===== config.mk =====
export PLATFORM = sky130hd
export DESIGN_NAME = deoxys_round_ctrl
export DESIGN_NICKNAME = d
export VERILOG_FILES = /design/src/rtl/deoxys_round_ctrl.sv
export SDC_FILE = /design/constraint.sdc
export NUM_CORES = 1
export LEC_CHECK = 0
export ABC_AREA = 1
export CORE_MARGIN = 5
export CORE_UTILIZATION = 50
export CTS_BUF_LIST = sky130_fd_sc_hd__clkbuf_8
export CTS_CLUSTER_SIZE = 20
export DETAILED_ROUTE_END_ITERATION = 16
export PLACE_DENSITY = 0.79
export RECOVER_POWER = 100
export SLEW_MARGIN = 20
export SYNTH_ARGS = -nofsm -noshare
export SYNTH_HDL_FRONTEND = slang
export SYNTH_SLANG_ARGS = --single-unit

===== constraint.sdc =====
create_clock -name clk -period 1.8 [get_ports clk]
set_clock_uncertainty 0.05 [all_clocks]
set_input_delay 0.36 -clock clk [delete_from_list [all_inputs] [get_ports clk]]
set_output_delay 0.36 -clock clk [all_outputs]
set_load 0.01 [all_outputs]

===== src/rtl/deoxys_round_ctrl.sv =====
// deoxys_round_ctrl -- sequencing FSM for an iterative Deoxys round datapath.
//
// Walks a block operation through IDLE -> LOAD -> RUN -> DONE. It produces the
// load and enable strobes for the state/tweakey registers and the step index
// for the round-constant generator, and holds the result until it is consumed.
// Encryption counts the step index up. Decryption counts it down, so the
// constant generator replays the same constants in reverse order.
//
// Optional feature: define DEOXYS_CTRL_ABORT_EN to add the abort_i port. That
// port cancels an operation that is in LOAD or RUN. When the macro is not
// defined the port is absent and the block behaves as if abort were held at 0.

module deoxys_round_ctrl #(
    parameter int RNDS_PER_CLK = 1,
    parameter int NUM_RNDS     = 16
) (
    input  logic       clk,
    input  logic       rst_n,
    input  logic       start_i,
    input  logic       dec_i,
    output logic       ready_o,
    output logic       load_o,
    output logic       en_o,
    output logic [5:0] cnt_o,
    output logic       first_o,
    output logic       last_o,
    output logic       dec_o,
    output logic       valid_o,
    input  logic       ready_i
`ifdef DEOXYS_CTRL_ABORT_EN
    ,
    input  logic       abort_i
`endif
);

    // Each RUN cycle computes RNDS_PER_CLK rounds, so a block takes STEPS
    // RUN cycles. The step index therefore lives in 0..STEPS-1.
    localparam int         STEPS    = NUM_RNDS / RNDS_PER_CLK;
    localparam logic [5:0] LAST_IDX = 6'(STEPS - 1);

    typedef enum logic [1:0] {
        IDLE = 2'd0,
        LOAD = 2'd1,
        RUN  = 2'd2,
        DONE = 2'd3
    } ctrlState_t;

    ctrlState_t state_q, state_d;
    logic [5:0] cnt_q, cnt_d;
    logic       dec_q, dec_d;
    logic       firstRun_q, firstRun_d;

    logic       abortReq;
    logic       runLast;

    // Without the abort feature the cancel request is tied off, so the FSM
    // below is the same in both builds.
`ifdef DEOXYS_CTRL_ABORT_EN
    assign abortReq = abort_i;
`else
    assign abortReq = 1'b0;
`endif

    // The final RUN step is recognised from the registered index alone.
    // Encryption ends on the top index and decryption ends on zero. When STEPS
    // is 1, both cases fall on the single RUN cycle.
    assign runLast = (state_q == RUN) &&
                     (dec_q ? (cnt_q == 6'd0) : (cnt_q == LAST_IDX));

    // Next-state logic. The step index only moves inside RUN and stops on
    // the final step instead of wrapping. Outside RUN it holds its value,
    // except on a cancel, which clears it.
    always_comb begin
        state_d    = state_q;
        cnt_d      = cnt_q;
        dec_d      = dec_q;
        firstRun_d = 1'b0;

        case (state_q)
            IDLE: begin
                if (start_i) begin
                    dec_d   = dec_i;
                    state_d = LOAD;
                end
            end

            LOAD: begin
                if (abortReq) begin
                    cnt_d   = 6'd0;
                    state_d = IDLE;
                end else begin
                    cnt_d      = dec_q ? LAST_IDX : 6'd0;
                    firstRun_d = 1'b1;
                    state_d    = RUN;
                end
            end

            RUN: begin
                if (abortReq) begin
                    cnt_d   = 6'd0;
                    state_d = IDLE;
                end else if (runLast) begin
                    state_d = DONE;
                end else begin
                    cnt_d = dec_q ? (cnt_q - 6'd1) : (cnt_q + 6'd1);
                end
            end

            DONE: begin
                if (ready_i) begin
                    state_d = IDLE;
                end
            end

            default: begin
                state_d = IDLE;
            end
        endcase
    end

    // State registers. The synchronous reset drops any operation in
    // progress, including a result still waiting in DONE.
    always_ff @(posedge clk) begin
        if (!rst_n) begin
            state_q    <= IDLE;
            cnt_q      <= 6'd0;
            dec_q      <= 1'b0;
            firstRun_q <= 1'b0;
        end else begin
            state_q    <= state_d;
            cnt_q      <= cnt_d;
            dec_q      <= dec_d;
            firstRun_q <= firstRun_d;
        end
    end

    // Every output is decoded from registered state. Exactly one of
    // ready/load/en/valid is high in any cycle.
    assign ready_o = (state_q == IDLE);
    assign load_o  = (state_q == LOAD);
    assign en_o    = (state_q == RUN);
    assign valid_o = (state_q == DONE);
    assign first_o = (state_q == RUN) && firstRun_q;
    assign last_o  = runLast;
    assign cnt_o   = cnt_q;
    assign dec_o   = dec_q;

endmodule


==> flow_summary.ini <==
[power_and_ir_drop]
p_per_area_mw_per_mm2 = 1740
ir_worst_vdd_uv = 1113
fin_total_pwr_mw = 1.905
p_leak_nw = 0.5670

[setup_path]
data_arrival_at_the_endpoint_of_the_critical_path_ps = 1340
critPathLaunchType = flop
cp_max_fo = 4
element_type_at_the_critical_path_end = output pin
cp.required_ps = 1390
critical_path_class = flop to output pin

[grt]
wire_length_of_the_first_global_routing_pass_mm = 3.312
grt_start_max_net_pins = 11
number_of_antenna_violations_at_the_first_check_in_global_routing = 0
grt_usage_pct = 16.65
gr-total-overflow = 0
vias_in_the_first_global_route = 747

[placed_design]
dp.final_hpwl_mm = 1.558
place_congestion = 0.8357
portBuffers = 17
placement.cell_area_mm2 = 0.001044

[routing]
dr_wl_met2_um = 928
met1_length_um = 827
number_of_routed_nets_with_antenna_violations = 0
first_pass_iters = 4
dr.first_iter.drc_count = 14
route.met3.wl_um = 132
via_count = 876
topRoutingLayerUsed = met4
drt-vias-per-instance = 5.214
drt-total-wl_mm = 1.897
drc_errors = 0
routedWlPerCell_um = 11.29

[layout]
post_route_cells_drive_above_1_share_pct = 15.13
commonest_cells_after_routing_fill_and_taps_aside = sky130_fd_sc_hd__nand2_1 (28), sky130_fd_sc_hd__inv_1 (19), sky130_fd_sc_hd__nor2_1 (19), sky130_fd_sc_hd__a21oi_1 (10), sky130_fd_sc_hd__nand3_1 (8)
syn_to_final_growth_pct = 36.08
fillCellCount = 120
finish.utilization_pct = 71.84
antenna_cells_inserted = 0
finalNetCount = 168
multi_input_comb_area_um2 = 524.3
register_area_um2 = 205.2
final_design_area_no_fill_mm2 = 0.001095
layout.cells.most_common = sky130_fd_sc_hd__nand2_1

[clock_tree]
clkSinkCount = 10
numCtsBuffers = 3
clk_path_buf_depth = 2
cts_tree = built
worst_setup_hold_path_clk_slew_ps = 50
cts_hold_buffers = 0
clock_insertion_delay_worst_skew_ps = 240
clk_root_buffer_cell = sky130_fd_sc_hd__clkbuf_8
cts_setup_buffers = 0
clock_tree.htree_level_count = 1

[yosys]
yosysTopAreaCellShare_pct = 24.88
yosysWarnings = 0
syn-instance-count = 125
postSynthRegisterBits = 10
syn-num-nets = 139
synth.distinct_cells = 18
synth.top_cells.by_area = sky130_fd_sc_hd__dfxtp_1 (25%), sky130_fd_sc_hd__nand2_1 (14%), sky130_fd_sc_hd__ha_1 (12%), sky130_fd_sc_hd__inv_1 (9.3%), sky130_fd_sc_hd__nor2_1 (8.9%)
synth_area_leader_cell = sky130_fd_sc_hd__dfxtp_1
synthesis.area_per_instance_um2 = 6.436
synth_sequential_area_ratio_pct = 24.88
syn_area_um2 = 804.5

[floorplanning]
die_h_um = 50.11
fp.coreArea_mm2 = 0.001524
io_pins = 18
initial_utilization_pct = 52.79
chipWidth_um = 50.11
die-area_mm2 = 0.002511
core.rowCount = 14

[timing]
final.setup.tns_ps = 0
slew_violations = 0
finalHoldViolations = 0
setup_viol = 0
final.min_clock_period_ps = 1748
clock.fmax_mhz = 572.2
timing.final.crit_share_pct = 97.10
max_slew_margin_pct = 68.63
rsz0062_at_grt = false
worstMarginPinSlew_ps = 470.5

[status]
run_status = completed

[hold_path]
hp-class = flop to flop

[job]
max_cap_violations = 0
through the flow:
stage          instances  hold slack (ps)  setup slack [ps]
5_1_grt              168            504.0             8.383
3_5_place_dp         165            460.3             25.72
6_report             168            463.6             52.26
3_3_place_gp         165            447.7             60.47
4_1_cts              168            469.8             38.87
2_1_floorplan        125            446.7             184.7
where the power goes:
group | leakage, nW | total [mW] | switching [mW] | internal, mW
Sequential | 0.0838 | 0.397 | 0.0768 | 0.321
Clock | 0.0216 | 0.234 | 0.0879 | 0.147
Combinational | 0.462 | 1.27 | 0.702 | 0.571
Total | 0.567 | 1.91 | 0.867 | 1.04
logic make-up (layout without fill, tap and decap cells):
family / Yosys count / count (layout) / synth area share, %
buffers and inverters: 23 / 50 / 12.13
AO/OA/AOI/OAI: 17 / 17 / 10.58
flip-flops: 10 / 10 / 24.88
adder cells (fa/ha/maj): 9 / 9 / 14.93
AND/OR/NAND/NOR: 65 / 65 / 36.39
XOR/XNOR: 1 / 1 / 1.089
synth_stat cells:
master	count
sky130_fd_sc_hd__nand2_1	29
sky130_fd_sc_hd__inv_1	20
sky130_fd_sc_hd__nor2_1	19
sky130_fd_sc_hd__a21oi_1	10
sky130_fd_sc_hd__dfxtp_1	10
sky130_fd_sc_hd__ha_1	8
sky130_fd_sc_hd__nand3_1	8
sky130_fd_sc_hd__o21ai_0	6
sky130_fd_sc_hd__nand3b_1	4
sky130_fd_sc_hd__nand2_2	3
sky130_fd_sc_hd__buf_4	1
sky130_fd_sc_hd__buf_6	1
sky130_fd_sc_hd__fa_1	1
sky130_fd_sc_hd__inv_2	1
sky130_fd_sc_hd__nand3_4	1
sky130_fd_sc_hd__o21ai_1	1
sky130_fd_sc_hd__or2_1	1
sky130_fd_sc_hd__xnor2_1	1
cell type report:
class	instances	area share [%]
sequential	10	18.74
inverter	21	7.200
clock buffer	3	3.771
timing repair buffer	26	20.57
multi-input combinational	92	47.89
tap	16	1.829
worst max-delay path, stage by stage, from the launching register on:
cell and delay (ps):
sky130_fd_sc_hd__dfxtp_1 310, sky130_fd_sc_hd__inv_2 90, sky130_fd_sc_hd__ha_4 170, sky130_fd_sc_hd__clkdlybuf4s50_1 540
timing repair:
item	4_1_cts	5_1_grt
endpoints found under the setup margin	5	3
gates resized for setup	13	3
cloned	0	0
routing by layer:
| layer | track usage [%] | up-vias |
|---|---|---|
| li1 | - | 452 |
| met1 | 20.98 | 396 |
| met2 | 26.99 | 26 |
| met3 | 3.916 | 2 |
| met4 | 6.550 | 0 |
| met5 | 0 | - |
path summary, 6_finish.rpt:
kind	from	to	slack, ps	cells after the start
worst max-delay path	state_q[0]	en_o	50	3
worst min-delay path	state_q[0]	state_q[0]	460	2
worst max register to register	cnt_o[0]	cnt_o[4]	160	11
worst min register to register	state_q[0]	state_q[0]	460	2
flip-flops by register name, summed over array words and instances, names as in the netlist:
register,count
dec_o,1
firstRun_q,1
cnt_o,6
state_q,2
Note: power is estimated with default switching activity, not from simulation.
